## src/rtl/sample_strobe_capture.sv

```systemverilog
// -----------------------------------------------------------------------------
// sample_strobe_capture
//
// Captures an externally strobed sample into a small FIFO that feeds the
// moving-average core. The asynchronous strobe is synchronised (s1, s2) and
// delayed once more (s3) for edge detection. data_in is sampled directly on the
// capture cycle; the source holds it stable across the synchroniser latency.
//
// Ports
//   clk         : system clock, all logic on the rising edge
//   rst_n       : asynchronous active-low reset
//   ena         : capture enable (draining continues while low)
//   strobe_in   : asynchronous sample strobe
//   data_in     : sample qualified by strobe_in transitions
//   edge_mode   : 0 = capture on rising strobe edges, 1 = on both edges
//   out_ready   : downstream accepts the head sample
//   out_valid   : FIFO head sample available
//   out_data    : FIFO head sample (registered storage, no path from data_in)
//   fifo_level  : number of stored samples, 0..DEPTH
//   overrun     : sticky, a capture was dropped because the FIFO was full
// -----------------------------------------------------------------------------
module sample_strobe_capture #(
    parameter int DATA_W = 10,
    parameter int DEPTH  = 4
) (
    input  logic                       clk,
    input  logic                       rst_n,
    input  logic                       ena,
    input  logic                       strobe_in,
    input  logic [DATA_W-1:0]          data_in,
    input  logic                       edge_mode,
    input  logic                       out_ready,
    output logic                       out_valid,
    output logic [DATA_W-1:0]          out_data,
    output logic [$clog2(DEPTH):0]     fifo_level,
    output logic                       overrun
);

    localparam int AW = $clog2(DEPTH);
    localparam int LW = AW + 1;

    // Strobe synchroniser and edge-detect delay.
    logic s1, s2, s3;
    logic strobe_edge, strobe_rise, capture;

    // FIFO storage and bookkeeping.
    logic [DATA_W-1:0] mem [DEPTH];
    logic [AW-1:0]     wr_ptr, rd_ptr;
    logic [LW-1:0]     level;
    logic              full, pop, push;

    always_ff @(posedge clk or negedge rst_n) begin
        // NOTE: sequential state is updated with non-blocking assignments so
        // every register samples the pre-edge values of its neighbours.
        if (!rst_n) begin
            s1 <= 1'b0;
            s2 <= 1'b0;
            s3 <= 1'b0;
        end else begin
            s1 <= strobe_in;
            s2 <= s1;
            s3 <= s2;
        end
    end

    always_comb begin
        // NOTE: every combinational output gets a default first so no path
        // can leave it unassigned and infer a latch.
        strobe_edge = 1'b0;
        strobe_rise = 1'b0;
        capture     = 1'b0;
        strobe_edge = s2 ^ s3;
        strobe_rise = s2 & ~s3;
        capture     = ena & (edge_mode ? strobe_edge : strobe_rise);
    end

    // Fullness is taken from the level count; equal pointers alone would be
    // ambiguous between empty and full.
    assign full      = (level == LW'(DEPTH));
    assign out_valid = (level != '0);
    assign pop       = out_valid & out_ready;
    // A full FIFO still accepts a capture if the head leaves in the same cycle.
    assign push      = capture & (~full | pop);

    always_ff @(posedge clk or negedge rst_n) begin
        if (!rst_n) begin
            wr_ptr  <= '0;
            rd_ptr  <= '0;
            level   <= '0;
            overrun <= 1'b0;
            // NOTE: the storage is reset as well because out_data is read
            // straight from it and must show 0 immediately on reset.
            for (int i = 0; i < DEPTH; i++) begin
                mem[i] <= '0;
            end
        end else begin
            if (push) begin
                mem[wr_ptr] <= data_in;
                wr_ptr      <= wr_ptr + AW'(1);
            end
            if (pop) begin
                rd_ptr <= rd_ptr + AW'(1);
            end
            case ({push, pop})
                2'b10:   level <= level + LW'(1);
                2'b01:   level <= level - LW'(1);
                default: level <= level;
            endcase
            if (capture && full && !pop) begin
                overrun <= 1'b1;
            end
        end
    end

    assign out_data   = mem[rd_ptr];
    assign fifo_level = level;

endmodule

```

## config.mk

```make
export PLATFORM = sky130hd
export DESIGN_NAME = sample_strobe_capture
export DESIGN_NICKNAME = d
export VERILOG_FILES = /design/src/rtl/sample_strobe_capture.sv
export SDC_FILE = /design/constraint.sdc
export NUM_CORES = 1
export LEC_CHECK = 0
export CORE_MARGIN = 3
export CORE_UTILIZATION = 30
export CTS_CLUSTER_DIAMETER = 100
export CTS_CLUSTER_SIZE = 8
export DETAILED_ROUTE_END_ITERATION = 10
export HOLD_SLACK_MARGIN = 0.05
export PLACE_DENSITY_LB_ADDON = 0.12
export SYNTH_ARGS = -nofsm -noshare
export SYNTH_HDL_FRONTEND = slang
export SYNTH_SLANG_ARGS = --single-unit
```

## constraint.sdc

```tcl
create_clock -name clk -period 2.35 [get_ports clk]
set_input_delay 0.47 -clock clk [delete_from_list [all_inputs] [get_ports clk]]
set_output_delay 0.47 -clock clk [all_outputs]
set_load 0.02 [all_outputs]
```

==> out/qor.csv <==
stage,metric,value,unit
worst_setup_path,worst reg2reg setup slack,150,ps
logic_synthesis,post-synth cell types,24,
logic_synthesis,largest family of logic cells by synthesized area,multiplexers,
clock_network,clk sinks,51,
sta,fin crit share,93.65,%
pwr,P per Cell Area,1343,nW/µm²
pwr,post-layout power,4003,µW
global_route,largest net degree at the start of global routing,48,
logic_synthesis,Yosys top cell area share,54.17,%
clock_network,Worst-Skew Late Latency,300,ps
logic_synthesis,"EDFF count, synth",0,
global_route,Total GRT Usage,11.55,%
clock_network,clock slew at reported path FFs,90,ps
logic_synthesis,async set-or-reset flop fraction in the synthesized netlist,100.0,%
worst_setup_path,Worst Path Arrival,2430,ps
worst_setup_path,"most used cell, CP",xor2_1,
layout,share of cells above drive strength 1,44.15,%
layout,Area growth syn-to-layout,26.50,%
clock_network,Num CTS Buffers,5,
logic_synthesis,mux contribution to synthesized area,29.90,%
logic_synthesis,Syn Std Cell Area,2356,µm²
worst_setup_path,CP top delay family,simple AND/OR/NAND/NOR gates,
worst_setup_path,worst r2r dst,fifo_level[2]$_DFFE_PN0P_,
global_route,first-pass GRT wire length,7721,µm
sta,Setup Viol. Count Final,0,
sta,RSZ-0062 raised after global routing,false,
route,vias per inst,4.648,
floorplanning,Initial Util,31.64,%
logic_synthesis,YS warnings,0,
logic_synthesis,top post-synthesis cells by count,"51 x dfrtp_1, 38 x mux2_2, 10 x mux4_2",
worst_hold_path,hold endpoint,s2$_DFF_PN0_,
logic_synthesis,Most used DFF post-synth,dfrtp_1,
global_route,grt ovf,0,
logic_synthesis,top cell type by total area after synthesis,dfrtp_1,
global_route,initial antenna violation count,0,
flow_run,max_cap viols,0,
clock_network,clock tree buffer depth,2,
sta,Achievable Freq,0.4544,GHz
logic_synthesis,Syn Inst Count,142,
status,status,completed,
route,Routed WL,4720,µm
worst_setup_path,endpoint type of the worst setup path,register,
route,drt first pass iters,3,
logic_synthesis,XOR/XNOR Fraction of Synth Area,2.230,%
logic_synthesis,Synth Register Bits,51,
worst_setup_path,CP Class,register to register,
logic_synthesis,"Seq/Total Area, Yosys",54.17,%
floorplanning,Die X,94.62,µm
pwr,Leak,0.001283,µW
logic_synthesis,most common cell in the netlist,dfrtp_1,
worst_setup_path,worst r2r src,fifo_level[0]$_DFFE_PN0P_,
logic_synthesis,compound-cell area share of the yosys netlist,5.736,%
clock_network,clock root cell,clkbuf_8,
global_route,vias in the first global route,1515,
worst_setup_path,WP buf/inv,1,
floorplanning,area of the core,7447,µm²
route,DRT iter0 DRCs,21,
layout,ANT cells,0,
sta,minimum clock period,2201,ps
worst_setup_path,critical-path cell list,"or4b_4, o211ai_1, ha_2, inv_1, fa_2, xor2_1, nor2_1, xor2_1",
floorplanning,die area,8953,µm²
logic_synthesis,Mapped Nets,165,
route,vias,1334,
worst_setup_path,CP startpoint kind,register,
logic_synthesis,Synth area leaders,"dfrtp_1 54%, mux2_2 18%, mux4_2 9.6%",
route,number of routed nets with antenna violations,0,
route,Avg WL per Cell,16.45,µm
sta,final hold violations,0,
sta,Slew @ Worst Pin,549.4,ps
sta,post-route worst setup slack,149.3,ps
logic_synthesis,syn avg cell area,16.59,µm²
sta,Slew HR,63.36,%
clock_network,CTS tree,yes,
sta,Pins Over Slew Limit,0,
worst_setup_path,Critical Path RT,2580,ps
floorplanning,I/O pin count,31,
worst_setup_path,worst-path fanout max,2,
logic_synthesis,Synth Area in Adders,4.036,%
worst_setup_path,worst stage delay on the critical path,540,ps
route,# DRC,0,
sta,Fin Clk Skew,3.795,ps
worst_hold_path,Hold Path Origin,s1$_DFF_PN0_,
placement,HPWL Detailed,3278,µm
placement,Port Buffers,30,
worst_hold_path,hold depth,0,
clock_network,CTS H-tree lvls,2,
placement,routability cong.,0.7204,
pwr,Worst VDD drop,0.6473,mV
floorplanning,num rows,31,
logic_synthesis,Simple-Gate Fraction of Synth Area,1.593,%
worst_hold_path,worst hold path class,register to register,
worst_setup_path,Critical path origin,fifo_level[0]$_DFFE_PN0P_,
worst_setup_path,slowest CP cell,or4b_4,
floorplanning,chip height,94.62,µm
worst_setup_path,r2r worst-path depth,8,
layout,nets,210,
placement,Setup WS pre-CTS,-394.2,ps
report_power, final:
| part | total, µW | internal, µW | switching, µW | leakage, µW |
|---|---|---|---|---|
| clock network | 630 | 345 | 285 | 0.0000612 |
| logic | 1860 | 1020 | 843 | 0.000609 |
| registers | 1510 | 1300 | 213 | 0.000613 |
state kept, by name, indices dropped and copies added (netlist names):
register	cells
rd_ptr	2
fifo_level	3
wr_ptr	2
s3	1
mem	40
s1	1
s2	1
overrun	1
cell families (layout without fill, tap and decap cells):
kind of cell             after synthesis  after routing
XOR/XNOR                               6              6
adder cells (fa/ha/maj)                7              7
multiplexers                          52             52
AND/OR/NAND/NOR                        6              6
AO/OA/AOI/OAI                          8              8
buffers and inverters                 12             58
flip-flops                            51             51
worst register-to-register path: stages, from the launching register on:
cell      delay (ps)
dfrtp_2          410
or4b_4           540
o211ai_1         150
ha_2             240
inv_1             50
fa_2             330
xor2_1           140
nor2_1           120
xor2_1           160
per-stage QoR:
step           instance area [µm²]  setup TNS [ps]  utilization (%)  hold slack [ps]  instances
6_report                      2980               0            40.02            356.5        287
5_1_grt                       2980               0            40.02            363.4        287
4_1_cts                       2978               0            39.99            359.5        287
3_5_place_dp                  2864           -3335            38.46            296.8        278
3_3_place_gp                  2864           -2507            38.46            295.3        278
2_1_floorplan                 2367          -36.40                -            174.4        142
worst max path at each step:
stage                                end  slack (ps)  cells after the start
3_5_place_dp   fifo_level[2]$_DFFE_PN0P_        -390                      9
3_3_place_gp   fifo_level[2]$_DFFE_PN0P_        -290                      9
5_1_grt                      out_data[6]          70                      3
4_1_cts                        out_valid          20                      3
2_1_floorplan  fifo_level[2]$_DFFE_PN0P_         -40                      9
6_report       fifo_level[2]$_DFFE_PN0P_         150                      8
area by class of cell:
cell class | instances | area (µm²)
clock buffers | 6 | 82.58
inverters | 6 | 22.52
clock inverters | 2 | 35.03
repair buffers | 44 | 404.1
flip-flops and latches | 51 | 1279
multi-input cells | 79 | 1033
well taps | 99 | 123.9
fillers | 723 | 4467
placed cells by master, fill, tap and decap left out, drive strengths merged:
master         netlist  final
buf                  3     14
bufinv               0      1
clkbuf               3      6
clkdlybuf4s50        0     17
clkinv               0      1
dfrtp               51     51
dlygate4sd2          0     11
dlygate4sd3          0      1
dlymetal6s2s         0      1
fa                   1      1
ha                   6      6
inv                  6      6
mux2                41     41
mux2i                1      1
mux4                10     10
nand2                1      1
nor2                 1      1
nor2b                2      2
o2111ai              4      4
o211ai               1      1
o21ai                1      1
o21bai               1      1
o31a                 1      1
or3                  1      1
or4b                 1      1
xnor2                3      3
xor2                 3      3
layer usage:
metal | vias to the layer above | GRT usage [%] | wire length, µm
li1 | 606 | - | -
met1 | 699 | 13.70 | 2030
met2 | 24 | 20.55 | 2479
met3 | 5 | 3.028 | 167
met4 | 0 | 3.245 | 42
met5 | - | 0 | 0
repair_timing:
item | 4_1_cts | 5_1_grt
hold endpoints to repair | 4 | 0
endpoints found under the setup margin | 11 | 1
hold buffers | 1 | 0
pin swaps | 5 | 0
resized for setup | 11 | 1
buffers inserted | 0 | 0
(Power assumes the default switching activity.)
